### src/rtl/img_window_fetch_ctrl.sv
// Read sequencer for a 3x3 window datapath: for every interior pixel column it
// fetches the pixels above, at and below it over Avalon-MM and streams the triple out.
module img_window_fetch_ctrl #(
  parameter logic [31:0] BASE_ADDR = 32'h0800_0000,
  parameter int unsigned PIX_BYTES = 4
) (
  input  logic        clk,
  input  logic        n_rst,
  input  logic        start,
  input  logic [15:0] n_colum,
  input  logic [15:0] n_row,
  output logic [31:0] avm_address,
  output logic        avm_read,
  input  logic        avm_waitrequest,
  input  logic [31:0] avm_readdata,
  input  logic        avm_readdatavalid,
  output logic        col_valid,
  input  logic        col_ready,
  output logic [31:0] col_top,
  output logic [31:0] col_mid,
  output logic [31:0] col_bot,
  output logic        col_last,
  output logic        busy,
  output logic        done,
  output logic        err
);

  localparam int unsigned PIX_SH   = $clog2(PIX_BYTES);
  localparam logic [31:0] PIX_STEP = 32'(PIX_BYTES);

  typedef enum logic [2:0] {ST_IDLE, ST_REQ, ST_WAIT, ST_EMIT, ST_DONE} state_t;

  state_t      state;
  logic [15:0] ncol;
  logic [15:0] nrow;
  logic [15:0] col;
  logic [15:0] row_cnt;
  logic [1:0]  lane;
  logic [31:0] row_base;
  logic [31:0] col_off;
  logic [31:0] stride;
  logic        col_is_last;
  logic        row_is_last;

  // One image row in bytes; the lane offset is reached by adding this per fetch.
  assign stride      = 32'(ncol) << PIX_SH;
  assign col_is_last = (col == ncol - 16'd1);
  assign row_is_last = (row_cnt == nrow - 16'd3);

  always_ff @(posedge clk) begin
    if (!n_rst) begin
      state       <= ST_IDLE;
      avm_read    <= 1'b0;
      avm_address <= '0;
      col_valid   <= 1'b0;
      col_top     <= '0;
      col_mid     <= '0;
      col_bot     <= '0;
      col_last    <= 1'b0;
      busy        <= 1'b0;
      done        <= 1'b0;
      err         <= 1'b0;
      lane        <= '0;
      col         <= '0;
      row_cnt     <= '0;
    end else begin
      done <= 1'b0;
      err  <= 1'b0;
      case (state)
        ST_IDLE: begin
          if (start) begin
            if (n_colum != 16'd0 && n_row >= 16'd3) begin
              ncol        <= n_colum;
              nrow        <= n_row;
              row_base    <= BASE_ADDR;
              col_off     <= '0;
              col         <= '0;
              lane        <= '0;
              row_cnt     <= '0;
              busy        <= 1'b1;
              avm_address <= BASE_ADDR;
              avm_read    <= 1'b1;
              state       <= ST_REQ;
            end else begin
              err <= 1'b1;
            end
          end
        end
        ST_REQ: begin
          if (!avm_waitrequest) begin
            avm_read <= 1'b0;
            state    <= ST_WAIT;
          end
        end
        ST_WAIT: begin
          if (avm_readdatavalid) begin
            case (lane)
              2'd0:    col_top <= avm_readdata;
              2'd1:    col_mid <= avm_readdata;
              default: col_bot <= avm_readdata;
            endcase
            if (lane != 2'd2) begin
              lane        <= lane + 2'd1;
              avm_address <= avm_address + stride;
              avm_read    <= 1'b1;
              state       <= ST_REQ;
            end else begin
              col_valid <= 1'b1;
              col_last  <= col_is_last;
              state     <= ST_EMIT;
            end
          end
        end
        ST_EMIT: begin
          if (col_ready) begin
            col_valid <= 1'b0;
            col_last  <= 1'b0;
            lane      <= '0;
            if (!col_is_last) begin
              col         <= col + 16'd1;
              col_off     <= col_off + PIX_STEP;
              avm_address <= row_base + col_off + PIX_STEP;
              avm_read    <= 1'b1;
              state       <= ST_REQ;
            end else if (!row_is_last) begin
              col         <= '0;
              col_off     <= '0;
              row_base    <= row_base + stride;
              row_cnt     <= row_cnt + 16'd1;
              avm_address <= row_base + stride;
              avm_read    <= 1'b1;
              state       <= ST_REQ;
            end else begin
              busy  <= 1'b0;
              done  <= 1'b1;
              state <= ST_DONE;
            end
          end
        end
        ST_DONE: state <= ST_IDLE;
        default: state <= ST_IDLE;
      endcase
    end
  end

endmodule
### config.mk
export PLATFORM = sky130hd
export DESIGN_NAME = img_window_fetch_ctrl
export DESIGN_NICKNAME = d
export VERILOG_FILES = /design/src/rtl/img_window_fetch_ctrl.sv
export SDC_FILE = /design/constraint.sdc
export NUM_CORES = 1
export LEC_CHECK = 0
export ABC_AREA = 1
export CORE_ASPECT_RATIO = 1.1
export CORE_MARGIN = 2
export CORE_UTILIZATION = 35
export DETAILED_ROUTE_END_ITERATION = 6
export GPL_TIMING_DRIVEN = 0
export PLACE_DENSITY = 0.59
export SYNTH_ARGS = -nofsm -noshare
export SYNTH_HDL_FRONTEND = slang
export SYNTH_SLANG_ARGS = --single-unit
### constraint.sdc
create_clock -name clk -period 6.2 [get_ports clk]
set_input_delay 1.55 -clock clk [delete_from_list [all_inputs] [get_ports clk]]
set_output_delay 1.55 -clock clk [all_outputs]
set_load 0.01 [all_outputs]
==> Word level (Yosys, flattened, before mapping) <==
Index checks and enable logic that the tools add are counted.
W data, S select, Z words.
{ "totals": {"regBits": 267, "in_bits": 70, "output_inout_bits": 134, "word_cells": 137} }
{ "classes": {"n_addsub": 10, "order_cmp": 1, "eq_ne": 18, "n_mux": 64, "bitwise": 1, "n_reduce_logical": 25} }
{ "ops": {"columns": ["operator", "n"], "rows": [
  ["$mux W32", 14],
  ["$mux W16", 8],
  ["$pmux W32 S2", 2],
  ["$pmux W32 S3", 1],
  ["$add A32 B18 Y32", 2],
  ["$add A32 B3 Y32 const B", 2],
  ["$pmux W16 S2", 2],
  ["$add A16 B1 Y16 const B", 2],
  ["$add A32 B32 Y32", 1],
  ["$eq A16 B16 Y1", 2],
  ["$reduce_and A6 Y1", 4],
  ["$ne A2 B2 Y1 const B", 11],
  ["$mux W3", 7],
  ["$mux W1", 18],
  ["$ge A16 B2 Y1 const B", 1],
  ["$reduce_bool A16 Y1", 1],
  ["$sub A16 B1 Y16 const B", 1],
  ["$sub A16 B2 Y16 const B", 1],
  ["$reduce_and A7 Y1", 2],
  ["$mux W2", 6],
  ["$pmux W3 S4", 1],
  ["$reduce_and A3 Y1", 4],
  ["$reduce_and A4 Y1", 3],
  ["$reduce_and A5 Y1", 2],
  ["17 further kinds", 21]
]} }

==> Longest topological paths before layout <==
Gate-level depths: netlist of run 1.
{ "logic_depth": {"word_depth": 6, "depth_mapped": 20, "depth_no_buf": 20} }

==> Worst setup path after synthesis of run 1 <==
Ideal clock, no wire load.
{ "synth_timing": {"path_type": "input-to-reg", "startpoint": "input n_rst", "endpoint": "register ncol[0], enable pin", "setup_time_ps": 502, "t_arrival_ps": 5321, "slack_ps": 377, "cell_stages": 4, "path_buffers": 2, "cell_sequence": "clkbuf_1 -> clkinv_1 -> clkbuf_1 -> nor4_1"} }
{ "synth_via": {"elab_chain_len": 1} }
{ "synth_rtl": {"columns": ["element", "line", "text"], "rows": [
  ["from (decl)", "8", "input logic n_rst,"],
  ["$reduce_and A4 Y1 (no line)", null, null],
  ["to (signal assigned)", "73", "ncol <= n_colum;"],
  ["to (decl)", "34", "logic [15:0] ncol;"]
]} }
No other way between the ends.
A chain may end at the register's enable or synchronous reset.

==> Worst setup path after layout of run 1 <==
{ "layout_timing": {"startpoint": "input n_colum[3]", "endpoint": "register col_off[28], enable pin"} }
{ "layout_via": {"elab_chain_len": 4} }
{ "layout_rtl": {"columns": ["element", "line", "text"], "rows": [
  ["from (decl)", "10", "input logic [15:0] n_colum,"],
  ["$reduce_bool A16 Y1", "72", "if (n_colum != 16'd0 && n_row >= 16'd3) begin"],
  ["$logic_and A1 B1 Y1", "72", null],
  ["$ne A2 B2 Y1 (no line)", null, null],
  ["$reduce_and A6 Y1 (no line)", null, null],
  ["to (signal assigned)", "121", "col_off <= col_off + PIX_STEP;"],
  ["to (decl)", "40", "logic [31:0] col_off;"]
]} }
No other way between the ends.

==> reports/summary.txt, run 1 <==
Status - finished, final reports clean
Post_cts resized - 0
ANT cells - 0
Final hold vios - 0
CP max FO - 32
Final min period - 4.31 ns
Core Footprint - 0.0512 mm^2
Area Overhead vs Synth - 21.8%
Mux cell area share after synthesis - 0
Worst setup EP type - flip-flop
Detailed Route WL - 69,500 um
Htree depth - 1
GRT Total Usage - 0.251
Seq/Total Area, Yosys - 0.345
GP Congestion - 0.994
Setup CP Type - primary input to flip-flop
Sequential Area - 0.00625 mm^2
Hold_buf cts - 0
Mean Syn Cell Area - 6.88 um^2
Worst R2R Start - ncol[1]$_DFFE_PP_
Worst R2R End - col_off[28]$_SDFFCE_PP0P_
Hold Path Class - flip-flop to flip-flop
FILL cells - 5,289
Die ar. - 0.0536 mm^2
DRT iter0 DRCs - 1,516
Startpoint types - primary input
# IOs - 204
Syn Std Cell Area - 0.0181 mm^2
Number of global-route vias before repair - 18,200
Synth Area in Adders - 0.0704
Register bit total from synthesis - 265
Hold Crit Endpoint - avm_read$_SDFFE_PN0P_
DR vias/cell - 5.30
Area of the multi-input gates - 0.0106 mm^2
Simple logic cell fraction of the synthesized area - 0.356
DPL Wire Length - 55,800 um
# rows - 87
Final setup vio count - 0
TritonCTS clock tree - yes
Commonest non-fill, non-tap cell in the layout - nand2_1
Die height - 243 um
Rel. slew slack - 0.156
Wire per inst - 19.5 um
TritonRoute pass-1 iters - 6
GRT Residual Overflow - 0
Unrepaired setup endpoints after global routing - no
CTS clock-pin slew for the worst setup and hold paths - 0.06 ns
Max Slew Vio Count - 0
Largest family of logic cells by synthesized area - simple AND/OR/NAND/NOR gates
Placed cell areas - 0.0210 mm^2
Main synth FF type - dfxtp_1
Maximum clock path buffer count - 3
Critical Path AT - 4.51 ns
Post-CTS Setup Bufs - 0
Port Buf Inserts - 202
Fraction of layout cells with a size suffix above 1 - 0.0421
Worst slew pin tran - 1.26 ns
Clock skew - 0.0168 ns
Reg-to-reg slack, setup - 2.16 ns
Crit share post-route - 0.694
Num CTS Buffers - 31
Finished Cell Area - 0.0220 mm^2
Die Wd - 221 um
EDFF count, synth - 94
Routed Antenna Nets - 0
Max_cap viols - 0
Post-Synth XOR/XNOR Area - 0.0478
Initial antenna violation count - 2
Mapped Cells - 2,632
Initial core utilization - 0.354
Hold Path Stages - 2
Yosys warning count - 0
Clock Latency Late Sink - 0.59 ns
CP Data Required Time - 6.40 ns
Largest net degree at the start of global routing - 33
Leakage - 9.01 nW
First-pass GRT wire length - 106,000 um
Netlist cell types - 56
Max Clock Freq - 232 MHz
Worst vdd ir - 0.205 mV
Via count - 18,900
Synth Area in Compound Gates - 0.109
Hold path startpoint - avm_read$_SDFFE_PN0P_
CTS Root Cell - clkbuf_16
Commonest cells after routing, fill and taps aside - nand2_1, nor2_1, nand3_1, inv_1, a21oi_1
Total negative slack - 0 ns
Post-synth net total - 2,802
CTS Sinks - 265
Final Total Pwr - 6.64 mW
Pwr Density - 301 mW/mm^2
Nets - 3,041
Worst R2R Path Depth - 16
DRC - 0
Ys async rst share - 0
kinds of logic after synthesis:
logic type,after synthesis
compound gates,375
xor+xnor,98
fa+ha+maj,100
buf+inv,324
flops,265
simple gates,1470
registers in the layout, summed over array words and instances, names as in the netlist:
register	flops
done	1
col_last	1
row_cnt	16
col	16
busy	1
ncol	16
row_base	30
err	1
col_mid	32
lane	2
avm_address	32
col_top	32
col_bot	32
col_valid	1
avm_read	1
state	3
nrow	16
col_off	32
synthesized netlist by cell type, types with 3 or more instances:
master	count	area, um^2
nand2_1	624	2340
nor2_1	373	1400
nand3_1	266	1330
inv_1	230	863
a21oi_1	212	1060
dfxtp_1	171	3420
o21ai_0	117	586
ha_1	97	1210
edfxtp_1	94	2820
xor2_1	68	596
clkbuf_1	58	218
nand4_1	49	307
nor3_1	49	245
xnor2_1	29	254
nor4_1	25	156
nand3b_1	17	128
or2_2	16	100
a21o_1	11	82.6
buf_2	9	45.0
inv_2	7	26.3
nor2_4	7	78.8
nor3b_1	7	52.6
o21ai_1	7	35.0
o21bai_1	7	52.6
and2_1	6	37.5
buf_1	6	22.5
buf_4	6	45.0
buf_6	5	56.3
o21a_1	5	37.5
a31oi_1	4	25.0
and3_1	4	25.0
nand2_4	4	45.0
nor2_2	4	25.0
o211ai_1	4	30.0
fa_1	3	60.1
nand2_2	3	18.8
nand3_2	3	30.0
per-stage QoR:
| stage | worst slack [ns] | utilization | std cells | hold slack (ns) |
|---|---|---|---|---|
| after global placement | -1.83 | 0.410 | 3501 | 0.447 |
| final | 1.89 | 0.431 | 3563 | 0.461 |
| after CTS | 1.90 | 0.431 | 3563 | 0.462 |
| after detailed placement | 1.28 | 0.411 | 3505 | 0.454 |
| after global routing | 1.69 | 0.431 | 3563 | 0.481 |
| after floorplan | 0.377 | - | 2632 | 0.441 |
area by class of cell:
class | count | area share
timing repair buffer | 206 | 0.0940
sequential | 265 | 0.283
clock buffer | 42 | 0.0390
tap | 667 | 0.0379
buffer | 85 | 0.0178
clock inverter | 16 | 0.00749
inverter | 239 | 0.0407
multi-input combinational | 2043 | 0.480
power breakdown:
part | switching (mW) | internal [mW]
combinational | 1.65 | 0.864
clock | 0.781 | 1.10
sequential | 0.250 | 2.01
total | 2.68 | 3.97
metal layers:
| metal | GRT usage | vias up | part of all wire |
|---|---|---|---|
| li1 | - | 9252 | - |
| met1 | 0.317 | 8737 | 0.42 |
| met2 | 0.416 | 751 | 0.45 |
| met3 | 0.0537 | 151 | 0.085 |
| met4 | 0.101 | 2 | 0.046 |
| met5 | 0 | - | 0.00019 |
how the worst max path moves through the flow:
stage	slack, ns	to	startpoint
2_1_floorplan	0.38	ncol[0]$_DFFE_PP_	n_rst
3_3_place_gp	-1.83	ncol[6]$_DFFE_PP_	n_rst
3_5_place_dp	1.28	col_off[24]$_SDFFCE_PP0P_	n_colum[3]
4_1_cts	1.90	col_off[30]$_SDFFCE_PP0P_	n_colum[0]
5_1_grt	1.69	col_off[31]$_SDFFCE_PP0P_	n_colum[0]
6_report	1.89	col_off[28]$_SDFFCE_PP0P_	n_colum[3]
worst max-delay path, stage by stage:
cell	delay (ns)
clkdlybuf4s50_1	0.51
nor2_1	0.06
nand4_1	0.08
nand3b_1	0.19
nand2_1	0.21
a21oi_1	0.27
nand2_1	0.17
inv_2	0.18
nand2_4	0.12
inv_1	0.12
nand2_1	0.08
inv_1	0.93
No activity file was read; power rests on OpenSTA's default activity.
==> inputs of run 2 (changes only) <==
--- a/config.mk
+++ b/config.mk
@@ -11,7 +11,7 @@
 export CORE_UTILIZATION = 35
 export DETAILED_ROUTE_END_ITERATION = 6
 export GPL_TIMING_DRIVEN = 0
-export PLACE_DENSITY = 0.59
+export PLACE_DENSITY = 0.61
 export SYNTH_ARGS = -nofsm -noshare
 export SYNTH_HDL_FRONTEND = slang
 export SYNTH_SLANG_ARGS = --single-unit
==> constraint.sdc (replaced) <==
create_clock -name clk -period 3.62 [get_ports clk]
set_input_delay 0.905 -clock clk [delete_from_list [all_inputs] [get_ports clk]]
set_output_delay 0.905 -clock clk [all_outputs]
set_load 0.01 [all_outputs]
==> reports/summary.txt, run 2 (same netlist as run 1, synthesis figures left out) <==
Status - finished, final reports clean
Worst R2R Start - ncol[0]$_DFFE_PP_
Wire per inst - 19.4 um (-0.39%)
Crit path cell chain - inv_2 -> ha_1 -> nand2_1 -> nor2_2 -> nand2_1 -> nand2_1 -> nand2_1 -> nand2_1 -> nand3b_1 -> nor2_2 -> nand3_2 -> a21oi_4 -> nand2_4 -> buf_6 -> nor2_4 -> buf_12
Worst setup EP type - flip-flop
Hold_buf cts - 0 (unchanged)
DRT iter0 DRCs - 1,480 (-2.4%)
Hold Path Stages - 2 (unchanged)
Detailed Route WL - 69,400 um (-0.17%)
Final min period - 3.45 ns
FILL cells - 5,297 (+0.15%)
Worst R2R Path Depth - 16 (unchanged)
DR vias/cell - 5.31 (+0.11%)
# IOs - 204 (unchanged)
Largest net degree at the start of global routing - 31 (-6.1%)
Slowest CP cell - edfxtp_1
Placed cell areas - 0.0210 mm^2 (about the same)
Reg-to-reg slack, setup - 0.17 ns (-1.99 ns)
Hold Crit Endpoint - col_top[30]$_SDFFE_PN0P_
Final Util - 0.433 (+0.00223)
TritonCTS clock tree - yes
CP Data Required Time - 3.88 ns (-2.52 ns)
Nets - 3,049 (+0.26%)
GR peak layer - met2
Clock Latency Late Sink - 0.58 ns (about the same)
Critical Path AT - 3.71 ns (-0.80 ns)
Number of global-route vias before repair - 18,400 (+1.2%)
Fraction of layout cells with a size suffix above 1 - 0.0486 (+0.00644)
Maximum clock path buffer count - 3 (unchanged)
Commonest non-fill, non-tap cell in the layout - nand2_1
Num CTS Buffers - 30 (-3.2%)
CTS Sinks - 265 (unchanged)
Port Buf Inserts - 202 (unchanged)
CTS Root Cell - clkbuf_16
Clock skew - 0.0131 ns (-0.00366 ns)
Die Wd - 221 um (unchanged)
CTS clock-pin slew for the worst setup and hold paths - 0.06 ns (about the same)
GRT Residual Overflow - 0 (unchanged)
Leakage - 9.05 nW (+0.44%)
Slowest stage delay, CP - 0.48 ns (-0.45 ns)
Worst vdd ir - 0.325 mV (+59%)
GRT Total Usage - 0.249 (-0.00198)
Rel. slew slack - 0.267 (+0.112)
Hold Path Class - flip-flop to flip-flop
Crit share post-route - 0.952
Finished Cell Area - 0.0222 mm^2 (+0.52%)
Die ar. - 0.0536 mm^2 (unchanged)
Htree depth - 1 (unchanged)
Die height - 243 um (unchanged)
Pwr Density - 518 mW/mm^2 (+72%)
Max Slew Vio Count - 0 (unchanged)
First-pass GRT wire length - 105,000 um (-0.40%)
Startpoint types - flip-flop
TritonRoute pass-1 iters - 6 (unchanged)
Most used cell, CP - nand2_1
DPL Wire Length - 55,400 um (-0.80%)
Hold path startpoint - col_top[30]$_SDFFE_PN0P_
Initial core utilization - 0.354 (unchanged)
Max_cap viols - 0 (unchanged)
Setup CP Type - flip-flop to flip-flop
CP max FO - 30 (-6.3%)
GP Congestion - 0.963 (-3.1%)
Final setup vio count - 0 (unchanged)
GR Util met3 - 0.0446 (-0.00910)
# rows - 87 (unchanged)
Core Footprint - 0.0512 mm^2 (unchanged)
Final hold vios - 0 (unchanged)
Area Overhead vs Synth - 22.4%
Worst R2R End - row_base[14]$_SDFFCE_PN0P_
Via count - 19,000 (+0.33%)
Routed Antenna Nets - 0 (unchanged)
GR Layer Usage met2 - 0.419 (+0.00303)
Max Clock Freq - 290 MHz
Met1 global-route usage - 0.315 (-0.00137)
Worst slew pin tran - 1.10 ns (-0.166 ns)
Initial antenna violation count - 0 (-2)
DRC - 0 (unchanged)
Commonest cells after routing, fill and taps aside - nand2_1, nor2_1, nand3_1, inv_1, a21oi_1
==> run 2: metal layers <==
metal  wire length, um  share of wire  vias up
li1                  -              -     9257
met1             29400           0.42     8851
met2             31800           0.46      717
met3              5220          0.075      131
met4              2920          0.042        0
met5                 0              0        -
==> run 2: critical path: cells and delay by family, from the launching register on <==
family / cells / cell delay (ns)
and+or+nand+nor: 11 / 1.39
buffers and inverters: 3 / 0.61
DFF: 1 / 0.48
AOI/OAI and AO/OA: 1 / 0.32
adders and majority gates: 1 / 0.27
==> run 2: repair_timing <==
action / in CTS / in global routing
pin swaps: 1 / 0
gates resized for setup: 3 / 5
setup endpoints to repair: 53 / 102
buffers inserted: 4 / 5
cloned: 1 / 0
endpoints found under the hold margin: 0 / 0
==> run 2: how the worst max path moves through the flow <==
stage | slack [ns] | depth (start not counted) | to | start
global route | -0.003 | 16 | row_base[14]$_SDFFCE_PN0P_ | ncol[1]$_DFFE_PP_
detailed placement | -0.61 | 12 | col_off[28]$_SDFFCE_PP0P_ | n_colum[6]
global placement | -1.06 | 11 | row_base[15]$_SDFFCE_PN0P_ | n_colum[7]
CTS | 0.01 | 14 | row_base[15]$_SDFFCE_PN0P_ | ncol[1]$_DFFE_PP_
floorplan | 0.22 | 15 | row_base[10]$_SDFFCE_PN0P_ | ncol[1]$_DFFE_PP_
finish | 0.17 | 16 | row_base[14]$_SDFFCE_PN0P_ | ncol[0]$_DFFE_PP_
==> run 2: metrics by stage <==
step / std cells / setup TNS, ns / hold slack (ns) / setup WS [ns] / power [mW]
5_1_grt: 3570 / -0.0116 / 0.481 / -0.00304 / 12.1
2_1_floorplan: 2632 / 0 / 0.441 / 0.221 / 6.48
3_3_place_gp: 3501 / -68.40 / 0.448 / -1.06 / 8.09
6_report: 3571 / 0 / 0.465 / 0.173 / 11.5
3_5_place_dp: 3504 / -20.93 / 0.453 / -0.608 / 8.13
4_1_cts: 3565 / 0 / 0.467 / 0.0112 / 11.4
==> run 2: area by class of cell <==
cell class / instances / area (um^2) / share of cell area
clock buffer: 41 / 837 / 0.0378
tap: 667 / 835 / 0.0377
multi-input combinational: 2043 / 10600 / 0.479
buffer: 85 / 392 / 0.0177
inverter: 239 / 901 / 0.0407
timing repair inverter: 1 / 7.51 / 0.000339
antenna: 1 / 2.50 / 0.000113
timing repair buffer: 214 / 2140 / 0.0968
clock inverter: 15 / 185 / 0.00836
sequential: 265 / 6250 / 0.282
==> run 2: report_power, final <==
part	switching (mW)	internal [mW]
logic	2.88	1.50
registers	0.421	3.43
clock network	1.35	1.90
